[config.mk]
export PLATFORM = sky130hd
export DESIGN_NAME = counter_read_arbiter
export DESIGN_NICKNAME = d
export VERILOG_FILES = /design/src/rtl/counter_arb_pkg.sv /design/src/rtl/counter_read_arbiter_rr_pick.sv /design/src/rtl/counter_read_arbiter.sv
export SDC_FILE = /design/constraint.sdc
export NUM_CORES = 1
export LEC_CHECK = 0
export ABC_AREA = 1
export CAP_MARGIN = 20
export CORE_AREA = 5 5 104 106
export CTS_BUF_LIST = sky130_fd_sc_hd__clkbuf_2 sky130_fd_sc_hd__clkbuf_4 sky130_fd_sc_hd__clkbuf_8
export CTS_CLUSTER_DIAMETER = 100
export CTS_CLUSTER_SIZE = 24
export DETAILED_ROUTE_END_ITERATION = 10
export DIE_AREA = 0 0 109 111
export DONT_BUFFER_PORTS = 1
export SETUP_SLACK_MARGIN = 0.2
export SLEW_MARGIN = 5
export SYNTH_ARGS = -nofsm -noshare
export SYNTH_HDL_FRONTEND = slang
export SYNTH_SLANG_ARGS = --single-unit
[constraint.sdc]
create_clock -name clk -period 3.6 [get_ports clk]
set_input_delay 0.18 -clock clk [delete_from_list [all_inputs] [get_ports clk]]
set_output_delay 0.18 -clock clk [all_outputs]
set_load 0.01 [all_outputs]
[src/rtl/counter_arb_pkg.sv]
// counter_arb_pkg: shared widths, default timeout and FSM state encoding for the counter read arbiter
package counter_arb_pkg;
  localparam int DATABUS_W = 32;
  localparam int COUNTLEN_W = 64;
  localparam int TIMEOUT_DEF = 15;
  typedef enum logic [2:0] {IDLE, ISSUE_LO, WAIT_LO, ISSUE_HI, WAIT_HI, RESP} state_t;
endpackage

[src/rtl/counter_read_arbiter_rr_pick.sv]
// rr_pick: combinational round-robin picker (req, ptr -> one-hot grant, grant index idx, any-valid valid)
module rr_pick #(
  parameter int N = 4,
  parameter int IW = $clog2(N)
) (
  input  logic [N-1:0]  req,
  input  logic [IW-1:0] ptr,
  output logic [N-1:0]  grant,
  output logic [IW-1:0] idx,
  output logic          valid
);
  always_comb begin
    grant = '0;
    idx = '0;
    for (int k = N - 1; k >= 0; k--) begin
      if (req[(int'(ptr) + k) % N]) begin
        grant = '0;
        grant[(int'(ptr) + k) % N] = 1'b1;
        idx = IW'((int'(ptr) + k) % N);
      end
    end
  end
  assign valid = |req;
endmodule

[src/rtl/counter_read_arbiter.sv]
// counter_read_arbiter: round-robin arbiter giving NREQ requesters coherent 64-bit snapshots via a two-beat (atomic lo, then hi) 32-bit counter read port
module counter_read_arbiter
  import counter_arb_pkg::*;
#(
  parameter int NREQ = 4,
  parameter int DATABUS = DATABUS_W,
  parameter int COUNTLEN = COUNTLEN_W,
  parameter int TIMEOUT = TIMEOUT_DEF
) (
  input  logic                clk,
  input  logic                reset,
  input  logic [NREQ-1:0]     req_i,
  output logic [NREQ-1:0]     rsp_valid_o,
  output logic [COUNTLEN-1:0] rsp_data_o,
  output logic                rsp_err_o,
  output logic                ctr_req_o,
  output logic                ctr_atomic_o,
  input  logic                ctr_ack_i,
  input  logic [DATABUS-1:0]  ctr_data_i,
  output logic                busy_o
);
  localparam int IW = $clog2(NREQ);
  localparam int TW = $clog2(TIMEOUT + 1);
  if (COUNTLEN != 2 * DATABUS) begin : g_bad_width
    $error("COUNTLEN must equal 2*DATABUS");
  end
  state_t state, state_n;
  logic [NREQ-1:0] grant, pick_grant;
  logic [IW-1:0] gidx, pick_idx, rr;
  logic [DATABUS-1:0] lo, hi;
  logic [TW-1:0] timer;
  logic err, any, tmo, waiting;
  rr_pick #(.N(NREQ), .IW(IW)) u_pick (
    .req(req_i),
    .ptr(rr),
    .grant(pick_grant),
    .idx(pick_idx),
    .valid(any)
  );
  assign tmo = timer == TW'(TIMEOUT - 1);
  assign waiting = state == WAIT_LO || state == WAIT_HI;
  always_ff @(posedge clk or posedge reset) begin
    if (reset) state <= IDLE;
    else state <= state_n;
  end
  always_comb begin
    state_n = state;
    case (state)
      IDLE:     state_n = any ? ISSUE_LO : IDLE;
      ISSUE_LO: state_n = WAIT_LO;
      WAIT_LO:  state_n = ctr_ack_i ? ISSUE_HI : tmo ? RESP : WAIT_LO;
      ISSUE_HI: state_n = WAIT_HI;
      WAIT_HI:  state_n = (ctr_ack_i || tmo) ? RESP : WAIT_HI;
      RESP:     state_n = IDLE;
      default:  state_n = IDLE;
    endcase
    ctr_req_o = state == ISSUE_LO || state == ISSUE_HI;
    ctr_atomic_o = state == ISSUE_LO;
    busy_o = state != IDLE;
    rsp_valid_o = state == RESP ? grant : '0;
    rsp_err_o = state == RESP && err;
    rsp_data_o = (state == RESP && !err) ? {hi, lo} : '0;
  end
  always_ff @(posedge clk or posedge reset) begin
    if (reset) begin
      grant <= '0;
      gidx <= '0;
      rr <= '0;
      lo <= '0;
      hi <= '0;
      timer <= '0;
      err <= 1'b0;
    end else begin
      if (state == IDLE && any) begin
        grant <= pick_grant;
        gidx <= pick_idx;
      end
      if (ctr_req_o) timer <= '0;
      if (waiting && !ctr_ack_i) begin
        timer <= timer + TW'(1);
        if (tmo) err <= 1'b1;
      end
      if (state == WAIT_LO && ctr_ack_i) lo <= ctr_data_i;
      if (state == WAIT_HI && ctr_ack_i) hi <= ctr_data_i;
      if (state == RESP) begin
        err <= 1'b0;
        rr <= gidx == IW'(NREQ - 1) ? '0 : gidx + IW'(1);
      end
    end
  end
endmodule
==> flow_results.xml <==
<?xml version="1.0" encoding="UTF-8"?>
<metrics>
  <group name="logic_synthesis">
    <metric name="synth_top_flop_cell" unit="">sky130_fd_sc_hd__dfrtp_1</metric>
    <metric name="netlist.top_cell.by_area" unit="">sky130_fd_sc_hd__dfrtp_1</metric>
    <metric name="post_synth_num_cell_types" unit="">26</metric>
    <metric name="synth_area_leaders" unit="">sky130_fd_sc_hd__dfrtp_1, sky130_fd_sc_hd__inv_1, sky130_fd_sc_hd__nand2_1</metric>
    <metric name="ys_warn_count" unit="">0</metric>
    <metric name="netlist_top_cells_count" unit="">sky130_fd_sc_hd__inv_1, sky130_fd_sc_hd__nand2_1, sky130_fd_sc_hd__nor2_1</metric>
    <metric name="postSynth.asyncResetShare" unit="%">100.0</metric>
    <metric name="synth_top_area_share" unit="%">46.42</metric>
    <metric name="synth-seq-area-share" unit="%">46.42</metric>
    <metric name="avg_cell_area_syn" unit="um^2">7.785</metric>
    <metric name="synth_seq_cells" unit="">80</metric>
    <metric name="synth_most_common_cell" unit="">sky130_fd_sc_hd__inv_1</metric>
    <metric name="postSynthNetCount" unit="">604</metric>
    <metric name="syn-cell-area" unit="um^2">4313</metric>
    <metric name="synth-edff-count" unit="">0</metric>
    <metric name="syn-instance-count" unit="">554</metric>
  </group>
  <group name="sta">
    <metric name="report.final.setup_viol" unit="">0</metric>
    <metric name="timing.final.max_slew_violations" unit="">0</metric>
    <metric name="layout_worst_path_cycle_share" unit="%">60.07</metric>
    <metric name="worst-slew-pin-transition" unit="ns">0.7946</metric>
    <metric name="worst_clock_skew" unit="ns">0.009397</metric>
    <metric name="clock.fmax" unit="MHz">462.4</metric>
    <metric name="relSlewSlack" unit="%">47.03</metric>
    <metric name="report.final.hold_viol_count" unit="">0</metric>
    <metric name="grt_setup_unrepaired" unit="">false</metric>
    <metric name="finalCriticalPeriod" unit="ns">2.162</metric>
    <metric name="fin_worst_hold_slack" unit="ns">0.01135</metric>
    <metric name="setup_total_negative_slack" unit="ns">0</metric>
  </group>
  <group name="die">
    <metric name="die_height" unit="um">111</metric>
    <metric name="floorplan.initialDensity" unit="%">44.53</metric>
    <metric name="core_region_area" unit="um^2">9684</metric>
    <metric name="fp.dieW" unit="um">109</metric>
    <metric name="floorplan_row_count" unit="">36</metric>
    <metric name="pin_count" unit="">111</metric>
    <metric name="die_area" unit="um^2">12100</metric>
  </group>
  <group name="min_path">
    <metric name="hp-class" unit="">in2reg</metric>
  </group>
  <group name="place">
    <metric name="dp.final_hpwl" unit="um">6263</metric>
    <metric name="portBuffers" unit="">0</metric>
    <metric name="gp_congestion" unit="">0.8670</metric>
  </group>
  <group name="critical_path">
    <metric name="timing.critical_path.from_type" unit="">flip-flop</metric>
    <metric name="crit_required" unit="ns">3.42</metric>
    <metric name="worst-endpoint-arrival" unit="ns">1.98</metric>
    <metric name="cp_max_fo" unit="">64</metric>
    <metric name="critical_path.endpoint_type" unit="">primary output</metric>
    <metric name="timing_worst_setup_path_type" unit="">reg2out</metric>
  </group>
  <group name="routing">
    <metric name="drcViolationCount" unit="">0</metric>
    <metric name="detail_route.first_pass.iterations" unit="">4</metric>
    <metric name="routed-wl-met2" unit="um">4145</metric>
    <metric name="post_dr_wirelength_cell" unit="um">12.85</metric>
    <metric name="wl_met3" unit="um">641</metric>
    <metric name="final_wirelength" unit="um">9150</metric>
    <metric name="initialDrtViolationCount" unit="">161</metric>
    <metric name="post_drt_via_cell_ratio" unit="">4.653</metric>
    <metric name="top_metal_used" unit="">met4</metric>
    <metric name="routed-via-count" unit="">3313</metric>
    <metric name="wl_met1" unit="um">4202</metric>
    <metric name="detail_route_antenna_nets" unit="">0</metric>
  </group>
  <group name="cts">
    <metric name="clkSinkCount" unit="">80</metric>
    <metric name="clock_tree.buffer_depth" unit="">2</metric>
    <metric name="cts_repair_resize_count" unit="">0</metric>
    <metric name="cts_hold_repair.buffers" unit="">26</metric>
    <metric name="ctsHtreeMaxLevel" unit="">3</metric>
    <metric name="cts_tree" unit="">yes</metric>
    <metric name="clk_pin_slew_worst_paths" unit="ns">0.09</metric>
    <metric name="postCtsSetupBuffers" unit="">0</metric>
    <metric name="cts_made_buffers" unit="">9</metric>
    <metric name="cts.root.buffer_cell" unit="">sky130_fd_sc_hd__clkbuf_8</metric>
    <metric name="clock_insertion_delay_worst_skew" unit="ns">0.34</metric>
  </group>
  <group name="flow_run">
    <metric name="drv.max_cap_violation_count" unit="">0</metric>
  </group>
  <group name="global_routing">
    <metric name="grt_max_degree" unit="">65</metric>
    <metric name="globalRoute.totalOverflow" unit="">0</metric>
    <metric name="first_pass_grt_wire_length" unit="um">15410</metric>
    <metric name="grt_pass1_vias" unit="">3272</metric>
    <metric name="grtUsageTotal" unit="%">15.80</metric>
    <metric name="grt_antenna_before_repair" unit="">0</metric>
  </group>
  <group name="cells_and_area">
    <metric name="nNetsFinal" unit="">624</metric>
    <metric name="antenna_diode_count" unit="">0</metric>
    <metric name="post_route_cells_drive_above_1_share" unit="%">12.09</metric>
    <metric name="area_growth_syn_to_layout" unit="%">11.37</metric>
    <metric name="final_core_utilization" unit="%">49.60</metric>
    <metric name="layout.filler_cells" unit="">947</metric>
  </group>
  <group name="status">
    <metric name="outcome" unit="">completed</metric>
  </group>
  <group name="pwr">
    <metric name="cellPowerDensity" unit="nW/um^2">790.8</metric>
    <metric name="cellLeakagePower" unit="nW">2.490</metric>
    <metric name="vdd_ir_drop_max" unit="V">0.0003977</metric>
  </group>
</metrics>
-- worst max-delay path, stage by stage (launching register included) --
cell                      delay [ns]
sky130_fd_sc_hd__dfrtp_1        0.41
sky130_fd_sc_hd__inv_2          0.11
sky130_fd_sc_hd__nor3_4         0.28
sky130_fd_sc_hd__nand2_4        0.41
sky130_fd_sc_hd__nor2_1         0.42
-- cell usage in the layout, fill, tap and decap left out, drive strengths merged, types with 2 or more instances in the layout --
cell / synthesis / routed
inv: 127 / 127
clkbuf: 0 / 10
nor2: 91 / 91
a31oi: 2 / 2
nand3: 19 / 19
ha: 11 / 11
buf: 19 / 2
a21oi: 7 / 7
dfrtp: 80 / 80
clkinvlp: 0 / 2
dlygate4sd3: 0 / 26
nand2: 118 / 118
nand4: 3 / 3
clkinv: 1 / 4
o21ai: 71 / 71
-- cell type report --
type / count / area, um^2 / share of cell area, %
sequential: 80 / 2002 / 41.68
multi-input combinational: 327 / 1659 / 34.54
inverter: 128 / 483.0 / 10.05
timing repair buffer: 28 / 287.8 / 5.991
tap: 133 / 166.4 / 3.464
clock buffer: 10 / 137.6 / 2.865
clock inverter: 6 / 67.56 / 1.407
-- report_power, final --
part	total (mW)	leakage (nW)	internal (mW)	switching, mW
clock	0.677	0.0989	0.342	0.336
sequential	1.56	1.01	1.31	0.247
combinational	1.56	1.38	0.545	1.02
total	3.80	2.49	2.20	1.60
-- worst paths after layout --
| check | startpoint | endpoint | slack (ns) | depth (start not counted) |
|---|---|---|---|---|
| worst max-delay path | state[2] | rsp_data_o[34] | 1.44 | 4 |
| worst min-delay path | ctr_data_i[20] | lo[20] | 0.01 | 2 |
| worst max register to register | rr[0] | gidx[0] | 1.75 | 10 |
| worst min register to register | lo[3] | lo[3] | 0.48 | 2 |
| max in group asynchronous | reset | hi[0] | 2.21 | 3 |
| min in group asynchronous | reset | lo[28] | 0.40 | 2 |
-- routing by layer --
layer  GRT usage, %  vias up
met5              0        -
li1               -     1689
met1          21.03     1486
met3          3.786       12
met4          5.303        0
met2          25.06      126
-- cell families after synthesis --
family | count (synthesis) | synth area share, %
AO/OA/AOI/OAI | 82 | 11.58
XOR/XNOR | 2 | 0.4062
adder cells (fa/ha/maj) | 11 | 3.191
buffers and inverters | 147 | 15.11
flip-flops | 80 | 46.42
AND/OR/NAND/NOR | 232 | 23.30
-- per-stage QoR --
step / power (mW) / instance area, um^2 / cells / setup slack [ns]
6_report: 3.799 / 4803 / 712 / 1.438
5_1_grt: 4.190 / 4803 / 712 / 1.243
4_1_cts: 3.845 / 4803 / 712 / 1.386
3_5_place_dp: 3.124 / 4338 / 670 / 1.771
3_3_place_gp: 3.081 / 4318 / 669 / 1.719
2_1_floorplan: 2.877 / 4313 / 554 / 1.368
-- registers in the layout, indices dropped and copies added, names as in the netlist --
signal  flops
gidx        2
lo         32
timer       4
err         1
rr          2
state       3
grant       4
hi         32
Note: power is estimated with default switching activity, not from simulation.
